$ cat src/rtl/execute_md_stage.sv
// Execute stage: single-cycle ALU capture plus iterative RV32M multiply/divide.
// Results are held in DONE until the memory stage accepts them.
module execute_md_stage #(
  parameter int unsigned XLEN  = 32,
  parameter int unsigned CNT_W = 6
) (
  input  logic             clk_i,
  input  logic             rst_n,
  input  logic             decode_vaild_i,
  output logic             execute_allow_in_o,
  input  logic             flush_i,
  input  logic             DD_md_en_i,
  input  logic [2:0]       DD_md_op_i,
  input  logic [XLEN-1:0]  DD_rs1_data_i,
  input  logic [XLEN-1:0]  DD_rs2_data_i,
  input  logic [XLEN-1:0]  E_alu_result_i,
  input  logic [31:0]      DD_PC_i,
  input  logic             DD_need_dstE_i,
  input  logic [4:0]       DD_dstE_i,
  input  logic             memory_allow_in_i,
  output logic             execute_vaild_o,
  output logic [XLEN-1:0]  E_result_o,
  output logic [31:0]      E_PC_o,
  output logic             E_need_dstE_o,
  output logic [4:0]       E_dstE_o,
  output logic             busy_o
);

  typedef enum logic [1:0] {
    IDLE    = 2'd0,
    MUL_RUN = 2'd1,
    DIV_RUN = 2'd2,
    DONE    = 2'd3
  } state_t;

  localparam logic [XLEN-1:0]  MIN_INT  = {1'b1, {(XLEN-1){1'b0}}};
  localparam logic [CNT_W-1:0] CNT_LAST = CNT_W'(XLEN - 1);

  state_t             state_q, state_d;
  logic [CNT_W-1:0]   cnt_q, cnt_d;
  // MUL: {partial high, remaining multiplier}; DIV: {remainder, shifting dividend/quotient}
  logic [2*XLEN-1:0]  prod_q, prod_d;
  // MUL: multiplicand magnitude; DIV: divisor magnitude
  logic [XLEN-1:0]    opnd_q, opnd_d;
  logic [2:0]         op_q, op_d;
  logic               neg_q, neg_d;
  logic [XLEN-1:0]    res_q, res_d;
  logic [31:0]        pc_q, pc_d;
  logic               need_q, need_d;
  logic [4:0]         dst_q, dst_d;

  logic               accept;
  logic [XLEN:0]      mul_sum;
  logic [2*XLEN-1:0]  mul_next;
  logic [2*XLEN-1:0]  mul_fixed;
  logic [XLEN:0]      div_shift;
  logic [XLEN+1:0]    div_diff;
  logic [2*XLEN-1:0]  div_next;
  logic [XLEN-1:0]    div_q, div_r;
  logic               sa, sb, div_signed;

  function automatic logic [XLEN-1:0] mag(input logic [XLEN-1:0] v, input logic s);
    return s ? (-v) : v;
  endfunction

  assign execute_allow_in_o = (state_q == IDLE) | ((state_q == DONE) & memory_allow_in_i);
  assign accept             = decode_vaild_i & execute_allow_in_o & ~flush_i;
  assign execute_vaild_o    = (state_q == DONE);
  assign busy_o             = (state_q == MUL_RUN) | (state_q == DIV_RUN);
  assign E_result_o         = res_q;
  assign E_PC_o             = pc_q;
  assign E_need_dstE_o      = need_q;
  assign E_dstE_o           = dst_q;

  // One shift-add step and one restoring-division step, both from the shared prod/opnd registers
  always_comb begin
    mul_sum   = {1'b0, prod_q[2*XLEN-1:XLEN]} + (prod_q[0] ? {1'b0, opnd_q} : '0);
    mul_next  = {mul_sum, prod_q[XLEN-1:1]};
    mul_fixed = neg_q ? (-mul_next) : mul_next;
    div_shift = {prod_q[2*XLEN-1:XLEN], prod_q[XLEN-1]};
    div_diff  = {1'b0, div_shift} - {2'b00, opnd_q};
    if (div_diff[XLEN+1]) begin
      div_next = {div_shift[XLEN-1:0], prod_q[XLEN-2:0], 1'b0};
    end else begin
      div_next = {div_diff[XLEN-1:0], prod_q[XLEN-2:0], 1'b1};
    end
    div_q = div_next[XLEN-1:0];
    div_r = div_next[2*XLEN-1:XLEN];
  end

  // Operand signs for the incoming instruction
  always_comb begin
    div_signed = ~DD_md_op_i[0];
    if (!DD_md_op_i[2]) begin
      sa = DD_rs1_data_i[XLEN-1] & (DD_md_op_i != 3'd3);
      sb = DD_rs2_data_i[XLEN-1] & (DD_md_op_i[1] == 1'b0);
    end else begin
      sa = DD_rs1_data_i[XLEN-1] & div_signed;
      sb = DD_rs2_data_i[XLEN-1] & div_signed;
    end
  end

  // Next-state and datapath control; flush overrides everything including a same-cycle accept
  always_comb begin
    state_d = state_q;
    cnt_d   = cnt_q;
    prod_d  = prod_q;
    opnd_d  = opnd_q;
    op_d    = op_q;
    neg_d   = neg_q;
    res_d   = res_q;
    pc_d    = pc_q;
    need_d  = need_q;
    dst_d   = dst_q;

    unique case (state_q)
      MUL_RUN: begin
        prod_d = mul_next;
        cnt_d  = cnt_q + CNT_W'(1);
        if (cnt_q == CNT_LAST) begin
          state_d = DONE;
          cnt_d   = '0;
          res_d   = (op_q[1:0] == 2'd0) ? mul_fixed[XLEN-1:0] : mul_fixed[2*XLEN-1:XLEN];
        end
      end
      DIV_RUN: begin
        prod_d = div_next;
        cnt_d  = cnt_q + CNT_W'(1);
        if (cnt_q == CNT_LAST) begin
          state_d = DONE;
          cnt_d   = '0;
          if (op_q[1]) res_d = neg_q ? (-div_r) : div_r;
          else         res_d = neg_q ? (-div_q) : div_q;
        end
      end
      DONE: begin
        if (memory_allow_in_i) state_d = IDLE;
      end
      default: ;
    endcase

    if (accept) begin
      pc_d   = DD_PC_i;
      need_d = DD_need_dstE_i;
      dst_d  = DD_dstE_i;
      op_d   = DD_md_op_i;
      cnt_d  = '0;
      if (!DD_md_en_i) begin
        state_d = DONE;
        res_d   = E_alu_result_i;
      end else if (!DD_md_op_i[2]) begin
        state_d = MUL_RUN;
        prod_d  = {{XLEN{1'b0}}, mag(DD_rs2_data_i, sb)};
        opnd_d  = mag(DD_rs1_data_i, sa);
        neg_d   = sa ^ sb;
      end else if (DD_rs2_data_i == '0) begin
        state_d = DONE;
        res_d   = DD_md_op_i[1] ? DD_rs1_data_i : '1;
      end else if (div_signed && DD_rs1_data_i == MIN_INT && DD_rs2_data_i == '1) begin
        state_d = DONE;
        res_d   = DD_md_op_i[1] ? '0 : MIN_INT;
      end else begin
        state_d = DIV_RUN;
        prod_d  = {{XLEN{1'b0}}, mag(DD_rs1_data_i, sa)};
        opnd_d  = mag(DD_rs2_data_i, sb);
        neg_d   = DD_md_op_i[1] ? sa : (sa ^ sb);
      end
    end

    if (flush_i) begin
      state_d = IDLE;
      cnt_d   = '0;
      need_d  = 1'b0;
    end
  end

  // State and datapath registers
  always_ff @(posedge clk_i or negedge rst_n) begin
    if (!rst_n) begin
      state_q <= IDLE;
      cnt_q   <= '0;
      prod_q  <= '0;
      opnd_q  <= '0;
      op_q    <= '0;
      neg_q   <= 1'b0;
      res_q   <= '0;
      pc_q    <= '0;
      need_q  <= 1'b0;
      dst_q   <= '0;
    end else begin
      state_q <= state_d;
      cnt_q   <= cnt_d;
      prod_q  <= prod_d;
      opnd_q  <= opnd_d;
      op_q    <= op_d;
      neg_q   <= neg_d;
      res_q   <= res_d;
      pc_q    <= pc_d;
      need_q  <= need_d;
      dst_q   <= dst_d;
    end
  end

endmodule
$ cat config.mk
export PLATFORM = sky130hd
export DESIGN_NAME = execute_md_stage
export DESIGN_NICKNAME = d
export VERILOG_FILES = /design/src/rtl/execute_md_stage.sv
export SDC_FILE = /design/constraint.sdc
export NUM_CORES = 1
export LEC_CHECK = 0
export ABC_AREA = 0
export ABC_CLOCK_PERIOD_IN_PS = 8850
export CORE_AREA = 2 2 212 214
export CTS_BUF_LIST = sky130_fd_sc_hd__clkbuf_16
export DETAILED_ROUTE_END_ITERATION = 7
export DIE_AREA = 0 0 214 216
export PLACE_DENSITY = 0.66
export SETUP_SLACK_MARGIN = 0.15
export SLEW_MARGIN = 20
export SYNTH_ARGS = -nofsm -noshare
export SYNTH_HDL_FRONTEND = slang
export SYNTH_SLANG_ARGS = --single-unit
$ cat constraint.sdc
create_clock -name clk_i -period 8.85 [get_ports clk_i]
set_input_delay 0.885 -clock clk_i [delete_from_list [all_inputs] [get_ports clk_i]]
set_output_delay 0.885 -clock clk_i [all_outputs]
set_load 0.01 [all_outputs]
==> out/qor.txt <==
via count of the routed design - 21,850
HP Class - in -> async
CTS tree - yes
H-tree Lvls - 4
IO Count - 216
Initial DRC Count - 2,708
dpl ws - 2.982 ns
grt met1 use - 0.4577
fin crit period - 6.047 ns
Core Box Area - 43,840 um^2
Hold Violations, Final - 0
TritonCTS buffer count - 17
measured slew at the worst slew-check pin - 1.044 ns
internal power - 0.003916 W
# rows - 77
crit path DAT - 6.41 ns
unrepaired setup endpoints after global routing - false
routed len/inst - 24.50 um
Post-Synthesis Cell Area - 19,590 um^2
Detailed Place HPWL - 63.35 mm
Area growth syn-to-layout - 14.20%
GRT met2 Usage - 0.5494
RR Endpoint - E_result_o[30]$_DFF_PN0_
GP Congestion - 1.005
initial antenna violation count - 3
Antenna diodes - 0
P per Cell Area - 405.2 nW/um^2
clk buf depth - 2
Sw Pwr - 0.005150 W
ys flop type - dfrtp_1
post-synthesis cell count - 2,711
antenna-violating nets left - 0
GR Util met3 - 0.05976
Port Buf Inserts - 215
largest net degree at the start of global routing - 102
CTS resizes - 0
ys async rst share - 1.000
r2r worst-path depth - 18
final setup skew - 0.01577 ns
latest clock arrival within the worst-skew pair - 0.49 ns
aggregate global routing overflow - 0
crit path kind - reg -> reg
number of max-cap violations - 0
Clk pin slew, worst setup/hold paths - 0.08 ns
count of final max-slew check failures - 0
Synth cell types - 90
maximum fanout along the worst path - 45
GRT Overall Usage - 0.3452
fin nets - 2,981
# setup viols final - 0
launch point of the worst path - prod_q[39]$_DFF_PN0_
average instance area after synthesis - 7.226 um^2
Worst Setup EP - E_result_o[30]$_DFF_PN0_
number of synthesized flops with an enable pin - 0
Fillers - 4,380
Worst slew margin - 0.3041
Sw Share - 0.5681
Hold Buf Count CTS - 0
layout cells sized above 1 - 0.04614
die area - 46,220 um^2
Max Clock Freq - 0.1654 GHz
DRC viols - 0
critical path required time - 9.22 ns
combinational power share - 0.747
clock power share - 0.089
Post-Route WL - 82.47 mm
area leader, netlist - dfrtp_1
Peak VDD IR - 0.1786 mV
total power - 0.009066 W
GRT busiest layer - met2
clock root buffer - clkbuf_16
Synth Register Bits - 177
Final period util - 0.6833
Reg power frac - 0.164
status - completed
vias per std cell - 6.490
Pleak - 8.857 nW
vias in the first global route - 19,970
Reg-to-Reg Start - prod_q[39]$_DFF_PN0_
Initial Util - 0.4469
Die Ht - 216 um
hold slack - 0.4651 ns
post-CTS setup buffer count - 0
top cells by area, synth - dfrtp_1 23%, nand2_1 7.2%, o21ai_0 6.2%
crit path launch type - flip-flop
final setup margin - 2.803 ns
post-synthesis sequential area ratio - 0.2261
CP Capture Type - flip-flop
setup TNS - 0 ns
first-pass GRT wire length - 123.8 mm
area fraction of the dominant cell type after synthesis - 0.2261
syn nets - 2,931
die width - 214 um
FF-to-FF setup slack - 2.80 ns
fin cells - 3,366
Inst Count DP - 3,334
router iterations before antenna repair - 6
# clock sinks - 177
yosys warns - 0
power groups by stage:
stage	logic (W)	registers [W]	clock network [W]
2_1_floorplan	0.00470	0.00133	0
3_3_place_gp	0.00656	0.00147	0
3_5_place_dp	0.00659	0.00149	0
5_1_grt	0.00729	0.00152	0.000849
6_report	0.00677	0.00149	0.000810
4_1_cts	0.00662	0.00147	0.000821
layout by cell type (no fill, tap or decap), types with 20 or more instances in the layout:
master | netlist | layout
nand2_1 | 378 | 377
nor2_1 | 287 | 282
o21ai_0 | 241 | 241
clkdlybuf4s50_1 | 0 | 213
a21oi_1 | 191 | 191
dfrtp_1 | 177 | 176
xnor2_1 | 107 | 107
xor2_1 | 102 | 102
nor3_1 | 79 | 79
ha_1 | 75 | 72
inv_1 | 64 | 64
o22ai_1 | 61 | 61
nand3_1 | 46 | 46
mux2i_1 | 45 | 45
a221oi_1 | 44 | 44
o31ai_1 | 40 | 40
o221ai_1 | 39 | 39
a211oi_1 | 35 | 35
or3_1 | 34 | 34
a22oi_1 | 32 | 32
nand4_1 | 30 | 30
nor4_1 | 30 | 30
a21o_1 | 26 | 26
buf_4 | 4 | 24
nand2b_1 | 22 | 22
mux2_2 | 21 | 21
a31oi_1 | 20 | 20
o211ai_1 | 20 | 20
through the flow:
| step | cell area, um^2 | utilization |
|---|---|---|
| global route | 22370 | 0.5104 |
| floorplan | 19590 | - |
| finish | 22370 | 0.5104 |
| global placement | 21760 | 0.4965 |
| CTS | 22370 | 0.5103 |
| detailed placement | 21770 | 0.4965 |
cell type report:
| class | count | area (um^2) | share of cell area |
|---|---|---|---|
| Inverter | 68 | 255.2 | 0.01141 |
| Multi-Input combinational cell | 2257 | 14000 | 0.6258 |
| Sequential cell | 177 | 4431 | 0.1980 |
| Tap cell | 592 | 740.7 | 0.03311 |
| Clock inverter | 15 | 177.7 | 0.007941 |
| Timing Repair Buffer | 240 | 2342 | 0.1047 |
| Clock buffer | 17 | 425.4 | 0.01901 |
registers in the layout, indices dropped and copies added (netlist names):
register and count:
E_result_o 32, cnt_q 6, state_q 2, E_PC_o 32, E_dstE_o 5, opnd_q 32
prod_q 64, neg_q 1, op_q 2, E_need_dstE_o 1
synth_stat cells (16+ instances only):
library cell,number
dfrtp_1,177
buf_1,16
ha_1,75
a211oi_1,35
nand4_1,30
xnor2_1,107
mux2i_1,45
and2_1,19
and3_1,19
a221oi_1,44
a21o_1,26
a21oi_1,191
a22oi_1,32
xor2_1,102
o211ai_1,20
nor3_1,79
nor2_1,287
nand2_1,378
o31ai_1,40
a31oi_1,20
nor4_1,30
o21a_1,16
o22ai_1,61
nand3_1,46
nand2b_1,22
inv_1,64
or3_1,34
clkbuf_1,158
o221ai_1,39
or4_1,19
o21ai_0,241
mux2_2,21
worst max-delay path, cell delays in order, from the launching register on:
cell,delay (ns)
dfrtp_1,0.46
ha_1,0.45
a21oi_1,0.29
o21ai_0,0.27
and2_1,0.30
o31ai_4,0.55
nand2_4,0.45
o21ai_0,0.35
ha_1,0.30
inv_1,0.07
a221oi_1,0.23
and4_1,0.32
nand4_1,0.14
a211o_1,0.41
or3_4,0.42
o31ai_2,0.24
xor2_1,0.18
a211oi_1,0.08
or3_1,0.40
layer usage:
layer	vias up	wire, um
met2	1034	37380
met4	6	3882
met1	10620	34910
li1	10010	-
met3	170	6252
met5	-	42
worst min-delay path by stage:
stage	startpoint	end	slack (ns)	depth (start not counted)
floorplan	opnd_q[27]$_DFFE_PN0P_	opnd_q[27]$_DFFE_PN0P_	0.45	2
global placement	E_PC_o[30]$_DFFE_PN0P_	E_PC_o[30]$_DFFE_PN0P_	0.46	2
detailed placement	E_PC_o[22]$_DFFE_PN0P_	E_PC_o[22]$_DFFE_PN0P_	0.46	2
CTS	E_PC_o[22]$_DFFE_PN0P_	E_PC_o[22]$_DFFE_PN0P_	0.48	2
global route	E_PC_o[7]$_DFFE_PN0P_	E_PC_o[7]$_DFFE_PN0P_	0.50	2
finish	rst_n	E_result_o[0]$_DFF_PN0_	0.47	1
cells by family (layout without fill, tap and decap cells):
family | Yosys count | after routing | share of synthesized area
DFF | 177 | 177 | 0.2261
adders and majority gates | 77 | 77 | 0.04995
buffers and inverters | 277 | 340 | 0.06099
muxes | 68 | 68 | 0.03698
and+or+nand+nor | 1020 | 1020 | 0.2405
xor gates and xnor gates | 209 | 209 | 0.09344
AOI/OAI and AO/OA | 883 | 883 | 0.2921
Note: power is estimated with default switching activity, not from simulation.
